`src/rtl/serial_add_arbiter.sv`:
```
// rtl/serial_add_arbiter.sv - round-robin arbiter sharing one bit-serial adder between two requesters
module serial_add_arbiter #(
  parameter int WIDTH = 4
) (
  input  logic             clkout,
  input  logic             rst,
  input  logic             req0,
  input  logic [WIDTH-1:0] a0,
  input  logic [WIDTH-1:0] b0,
  input  logic             cin0,
  input  logic             req1,
  input  logic [WIDTH-1:0] a1,
  input  logic [WIDTH-1:0] b1,
  input  logic             cin1,
  output logic             gnt0,
  output logic             gnt1,
  output logic             busy,
  output logic             done,
  output logic             owner,
  output logic [WIDTH-1:0] sum,
  output logic             cout
);

  localparam int CW = $clog2(WIDTH);
  localparam logic [CW-1:0] LAST_BIT = CW'(WIDTH - 1);

  typedef enum logic [1:0] {IDLE, SHIFT, DONE} state_t;

  state_t           state, state_nxt;
  logic [WIDTH-1:0] areg, breg, sreg;
  logic             c;
  logic [CW-1:0]    cnt;
  logic             last;
  logic             win;
  logic             s_bit, c_nxt;

  // Ties go to the requester that was not served last.
  assign win   = (req0 && req1) ? ~last : req1;
  assign s_bit = areg[0] ^ breg[0] ^ c;
  assign c_nxt = (areg[0] & breg[0]) | (areg[0] & c) | (breg[0] & c);
  assign busy  = (state != IDLE);

  always_ff @(posedge clkout or negedge rst) begin
    if (!rst) state <= IDLE;
    else      state <= state_nxt;
  end

  always_comb begin
    state_nxt = state;
    case (state)
      IDLE:    if (req0 || req1) state_nxt = SHIFT;
      SHIFT:   if (cnt == LAST_BIT) state_nxt = DONE;
      DONE:    state_nxt = IDLE;
      default: state_nxt = IDLE;
    endcase
  end

  always_ff @(posedge clkout or negedge rst) begin
    if (!rst) begin
      areg  <= '0;
      breg  <= '0;
      sreg  <= '0;
      c     <= 1'b0;
      cnt   <= '0;
      last  <= 1'b1;
      owner <= 1'b0;
      gnt0  <= 1'b0;
      gnt1  <= 1'b0;
      done  <= 1'b0;
      sum   <= '0;
      cout  <= 1'b0;
    end else begin
      case (state)
        IDLE: begin
          if (req0 || req1) begin
            last  <= win;
            owner <= win;
            gnt0  <= ~win;
            gnt1  <= win;
            areg  <= win ? a1 : a0;
            breg  <= win ? b1 : b0;
            c     <= win ? cin1 : cin0;
            cnt   <= '0;
          end
        end
        SHIFT: begin
          areg <= areg >> 1;
          breg <= breg >> 1;
          c    <= c_nxt;
          sreg <= {s_bit, sreg[WIDTH-1:1]};
          cnt  <= cnt + 1'b1;
          if (cnt == LAST_BIT) begin
            sum  <= {s_bit, sreg[WIDTH-1:1]};
            cout <= c_nxt;
            done <= 1'b1;
          end
        end
        DONE: begin
          done <= 1'b0;
          gnt0 <= 1'b0;
          gnt1 <= 1'b0;
        end
        default: begin
          done <= 1'b0;
          gnt0 <= 1'b0;
          gnt1 <= 1'b0;
        end
      endcase
    end
  end

endmodule

```
`config.mk`:
```
export PLATFORM = sky130hd
export DESIGN_NAME = serial_add_arbiter
export DESIGN_NICKNAME = d
export VERILOG_FILES = /design/src/rtl/serial_add_arbiter.sv
export SDC_FILE = /design/constraint.sdc
export NUM_CORES = 1
export LEC_CHECK = 0
export ABC_CLOCK_PERIOD_IN_PS = 1140
export BUFFER_PORTS_ARGS = -buffer_cell sky130_fd_sc_hd__buf_2
export CORE_MARGIN = 1
export CORE_UTILIZATION = 46
export CTS_BUF_LIST = sky130_fd_sc_hd__clkbuf_8 sky130_fd_sc_hd__clkbuf_16
export DETAILED_ROUTE_END_ITERATION = 6
export PLACE_DENSITY = 0.76
export SETUP_SLACK_MARGIN = 0.4
export SYNTH_ARGS = -nofsm -noshare
export SYNTH_HDL_FRONTEND = slang
export SYNTH_SLANG_ARGS = --single-unit
```
`constraint.sdc`:
```
create_clock -name clkout -period 1.14 [get_ports clkout]
set_input_delay 0.228 -clock clkout [delete_from_list [all_inputs] [get_ports clkout]]
set_output_delay 0.228 -clock clkout [all_outputs]
set_load 0.01 [all_outputs]
```
==> results of run 1 <==
==> power groups by stage <==
stage	Sequential (mW)	Combinational, mW	Clock, mW
6_report	1.68	3.29	0.776
5_1_grt	1.72	3.54	0.809
4_1_cts	1.64	2.89	0.769
3_5_place_dp	1.66	2.02	0
3_3_place_gp	1.61	1.94	0
2_1_floorplan	1.70	1.30	0
==> worst paths after layout <==
path / start / endpoint / depth (start not counted)
worst min-delay path: rst / gnt1 / 2
min in group clkout: b0[3] / breg[3] / 3
max in group asynchronous: rst / last / 2
worst max-delay path: state[1] / busy / 5
worst min register to register: areg[2] / areg[1] / 2
worst max register to register: state[1] / sum[2] / 4
==> routing by layer <==
metal / up-vias / track usage
met3: 6 / 0.02299
li1: 507 / -
met1: 529 / 0.3291
met5: - / 0
met2: 31 / 0.4896
met4: 0 / 0.08772
==> through the flow <==
stage	setup TNS [ps]	setup slack (ps)	hold slack, ps	cell area (um2)
floorplan	-625.0	-106.8	-67.59	1255
global placement	-867.6	-115.3	232.6	1524
detailed placement	-1565	-167.5	233.7	1524
CTS	-2596	-220.0	-58.18	1864
global route	-5539	-307.6	-41.78	1968
finish	-4516	-269.4	-63.76	1968
==> sequential cells by signal, summed over array words and instances (netlist names) <==
name / cells
areg: 4
breg: 4
c: 1
cnt: 2
cout: 1
done: 1
gnt0: 1
gnt1: 1
last: 1
owner: 1
sreg: 3
state: 2
sum: 4
==> logic make-up (layout without fill, tap and decap cells) <==
group / after synthesis / count (layout) / synth area share
fa+ha+maj: 2 / 2 / 0.02672
mux: 16 / 16 / 0.1521
buf+inv: 11 / 77 / 0.04625
compound gates: 26 / 27 / 0.1377
flops: 26 / 26 / 0.5355
simple gates: 26 / 26 / 0.1018
==> cell usage after synthesis (all sizes together) (2+ instances only) <==
library cell  instances  area, um2
o211ai                3      22.52
inv                   6      22.52
nand2b                2      12.51
o221ai                4      35.03
nor2                  2      7.510
mux2                  5      75.07
a21oi                 3      15.01
mux2i                11      110.1
dfrtp                25      625.6
nand2                17      71.32
buf                   3      26.27
clkbuf                2      7.510
o21ai                12      60.05
==> repair_timing <==
action,in CTS,in global routing
pin swaps,9,5
endpoints found under the setup margin,36,36
resized for setup,37,16
hold endpoints to repair,25,25
cloned,2,0
setup buffers,15,5
==> final cells by class <==
type / count / area (um2)
fillers: 147 / 531.8
well taps: 30 / 37.54
clock buffers: 3 / 41.29
multi-input cells: 71 / 665.6
flip-flops and latches: 26 / 651.9
inverters: 6 / 22.52
clock inverters: 1 / 30.03
repair buffers: 67 / 519.2
==> flow_metrics.env, run 1 <==
export IMPL_outcome="finished, violations left"
export IMPL_failed_checks="hold timing, setup timing"
export IMPL_dieHeight_um=53.45
export IMPL_route_detailed_drc=0
export IMPL_final_core_util=0.7873
export IMPL_syn_avg_cell_area_um2=11.38
export IMPL_tightestPinTransition_ps=339.2
export IMPL_slowest_delay_ps=420
export IMPL_period_minus_slack_ps=1409
export IMPL_path_class="reg -> out"
export IMPL_maxCapViolations=0
export IMPL_wl_um=3521
export IMPL_first_global_vias=1116
export IMPL_top_layer_used="met4"
export IMPL_power_mw=5.746
export IMPL_power_frac_clock=0.135
export IMPL_cpLargestDelayFamily="flip-flops"
export IMPL_finalHoldViolCount=25
export IMPL_finalNetCount=199
export IMPL_holdWs_ps=-63.76
export IMPL_track_usage=0.2695
export IMPL_netSwitchingFraction=0.3581
export IMPL_vias=1073
export IMPL_rsz0062_at_grt="true"
export IMPL_routedWlPerCell_um=17.26
export IMPL_overflow=0
export IMPL_wirelength_met1_um=1465
export IMPL_timing_fmax_mhz=709.5
export IMPL_ys_flop_type="dfrtp_1"
export IMPL_cts_tree="yes"
export IMPL_finalNonFillerCells=204
export IMPL_clkSlewWorstSetupHoldPaths_ps=100
export IMPL_maxSlewHeadroom=0.7739
export IMPL_drive_gt1_frac=0.6149
export IMPL_worstSetupStartpointType="flip-flop"
export IMPL_final_cell_mix="buf_2, dfrtp_1, buf_4, nand2_1, buf_6"
export IMPL_p_comb_frac=0.573
export IMPL_p_leak_nw=0.9772
export IMPL_synth_fp_nets=131
export IMPL_arrival_ps=1180
export IMPL_syn_inst=107
export IMPL_row_count=18
export IMPL_p_sw_mw=2.057
export IMPL_irDropWorstVdd_mv=1.817
export IMPL_period_share=1.236
export IMPL_cts_sinks=26
export IMPL_io_pins=32
export IMPL_seqPwrFrac=0.292
export IMPL_insertion_delay_ps=270
export IMPL_grt_max_degree=27
export IMPL_path_buf_inv=4
export IMPL_port_buffers=31
export IMPL_wl_met2_um=1905
export IMPL_cts_root_buf="clkbuf_8"
export IMPL_holdCritPathClass="in -> async"
export IMPL_worstPathMaxFanout=2
export IMPL_grt_first_pass_wirelength_um=5416
export IMPL_drt_pre_antenna_iters=4
export IMPL_antenna_left=0
export IMPL_syn_cell_area_um2=1217
export IMPL_wl_met3_um=92
export IMPL_report_final_setup_viol=27
export IMPL_required_ps=910
export IMPL_start_util=0.4870
export IMPL_cpMostUsedCell="buf_6"
export IMPL_n_antenna_cell=0
export IMPL_avgViaCountPerCell=5.260
export IMPL_skew_ps=1.408
export IMPL_ys_ff_latch=26
export IMPL_dieArea_um2=2856
export IMPL_internal_power_mw=3.688
export IMPL_regToRegSetupSlack_ps=-260
export IMPL_yosys_warnings=0
export IMPL_dieWidth_um=53.45
export IMPL_slowest_stage="dfrtp_1"
export IMPL_syn2layout_area_growth_pct=61.67
export IMPL_hpwl_um=1847
export IMPL_gp_congestion=0.7831
export IMPL_placed_cells=178
export IMPL_drt_iter0_drc=16
export IMPL_final_common_cell="buf_2"
export IMPL_crit_chain="buf_6, nor2_4, buf_6, inv_2, buf_6"
export IMPL_synth_async_reset_ratio=1.000
export IMPL_cp_end_kind="output port"
export IMPL_slew_viol_final=0
export IMPL_ys_types=28
export IMPL_coreArea_um2=2500
export IMPL_seq_area_frac_synth=0.5355
export IMPL_clockBufferDepth=2
export IMPL_htreeDepth=1
export IMPL_power_density_nw_per_um2=2919
export IMPL_synth_edf_count=0
export IMPL_setup_slack_ps=-269.4
export IMPL_antenna_found_initial=0
export IMPL_cts_buffers=3
No activity file was read; power rests on OpenSTA's default activity.
==> run 2, diff against run 1 <==
- BUFFER_PORTS_ARGS: -buffer_cell sky130_fd_sc_hd__buf_2 -> -buffer_cell sky130_fd_sc_hd__buf_4
==> flow_metrics.env, run 2 (same netlist as run 1, synthesis figures left out) <==
export IMPL_outcome="finished, violations left"
export IMPL_failed_checks="setup timing"
export IMPL_setup_slack_ps=-262.6
export IMPL_final_area_um2=2136
export IMPL_tightestPinTransition_ps=309.2
export IMPL_hpwl_um=1706
export IMPL_p_leak_nw=1.028
export IMPL_nFillCells=116
export IMPL_placed_cells=175
export IMPL_start_util=0.4870
export IMPL_cts_tree="yes"
export IMPL_timing_rr_end="cnt[1]"
export IMPL_track_usage=0.2491
export IMPL_vias=1136
export IMPL_required_ps=910
export IMPL_routedWlPerCell_um=19.13
export IMPL_dp_slack_ps=-160.8
export IMPL_r2r_cells=7
export IMPL_coreArea_um2=2500
export IMPL_dieWidth_um=53.45
export IMPL_irDropWorstVdd_mv=2.142
export IMPL_worstPathMaxFanout=2
export IMPL_tns_ps=-4972
export IMPL_avgViaCountPerCell=5.569
export IMPL_drt_iter0_drc=23
export IMPL_r2r_start="state[0]"
export IMPL_insertion_delay_ps=280
export IMPL_dieHeight_um=53.45
export IMPL_worstSetupStartpointType="flip-flop"
export IMPL_maxSlewHeadroom=0.7931
export IMPL_antenna_left=0
export IMPL_placed_cell_area_um2=1579
export IMPL_finalNonFillerCells=204
export IMPL_final_core_util=0.8544
export IMPL_path_class="reg -> out"
export IMPL_cts_buffers=3
export IMPL_cts_root_buf="clkbuf_8"
export IMPL_clkSlewWorstSetupHoldPaths_ps=90
export IMPL_holdCritPathClass="in -> reg"
export IMPL_wl_um=3902
export IMPL_report_final_setup_viol=27
export IMPL_arrival_ps=1170
export IMPL_regToRegSetupSlack_ps=-250
export IMPL_final_cell_mix="buf_4, buf_6, dfrtp_1, mux2i_1, nand2_1"
export IMPL_cts_sinks=26
export IMPL_drive_gt1_frac=0.6379
export IMPL_period_minus_slack_ps=1403
export IMPL_io_pins=32
export IMPL_crit_end="busy"
export IMPL_row_count=18
export IMPL_route_detailed_drc=0
export IMPL_power_mw=6.225
export IMPL_slew_viol_final=0
export IMPL_maxCapViolations=0
export IMPL_finalHoldViolCount=0
export IMPL_htreeDepth=1
export IMPL_power_density_nw_per_um2=2915
export IMPL_rsz0062_at_grt="true"
export IMPL_holdWs_ps=232.2
export IMPL_gp_congestion=0.8156
export IMPL_skew_ps=5.130
export IMPL_grt_first_pass_wirelength_um=4850
export IMPL_clockBufferDepth=2
export IMPL_antenna_found_initial=0
export IMPL_n_antenna_cell=0
export IMPL_finalNetCount=199
export IMPL_dieArea_um2=2856
export IMPL_timing_fmax_mhz=713.0
export IMPL_cp_end_kind="output port"
export IMPL_reg_top3="areg: 4 flops, breg: 4 flops, sum: 4 flops"
export IMPL_grt_max_degree=27
export IMPL_hold_depth=3
export IMPL_overflow=0
export IMPL_first_global_vias=1051
export IMPL_drt_pre_antenna_iters=4
export IMPL_period_share=1.230
export IMPL_port_buffers=31
export IMPL_syn2layout_area_growth_pct=75.44
export IMPL_final_common_cell="buf_4"
export IMPL_startpoint="state[0]"
[run 2: area by class of cell]
| type | count | area [um2] | area share |
|---|---|---|---|
| repair buffers | 67 | 655.6 | 0.3070 |
| clock inverters | 1 | 30.03 | 0.01406 |
| multi-input cells | 71 | 696.9 | 0.3263 |
| flip-flops and latches | 26 | 651.9 | 0.3052 |
| inverters | 6 | 22.52 | 0.01054 |
| well taps | 30 | 37.54 | 0.01757 |
| clock buffers | 3 | 41.29 | 0.01933 |
[run 2: worst min path at each step]
| stage | from | to | slack [ps] |
|---|---|---|---|
| after CTS | req0 | last | 220 |
| after global routing | req0 | last | 240 |
| after floorplan | rst | areg[0] | -70 |
| after detailed placement | rst | sum[1] | 150 |
| after global placement | rst | gnt1 | 150 |
| final | b0[3] | breg[3] | 230 |
[run 2: critical path: stages, from the launching register on]
cell     delay, ps
dfrtp_1        420
buf_6          140
nor2_4         110
buf_6          100
inv_2           30
buf_6          100
[run 2: power breakdown]
part	switching [mW]	internal, mW	total [mW]
sequential	0.352	1.38	1.73
combinational	1.57	2.14	3.71
clock	0.316	0.471	0.787
total	2.24	3.99	6.23
[run 2: per-layer routing]
metal	GRT usage	up-vias	wire, um
met3	0.05460	7	145
li1	-	511	-
met1	0.3112	571	1569
met5	0	-	0
met2	0.4083	47	2105
met4	0.1053	0	81
[run 2: what timing repair did]
item	CTS	global route
hold endpoints to repair	25	0
gates resized for setup	45	29
endpoints found under the setup margin	36	37
pin swaps	13	9
setup buffers	15	7
hold buffers	1	0
cloned	2	0
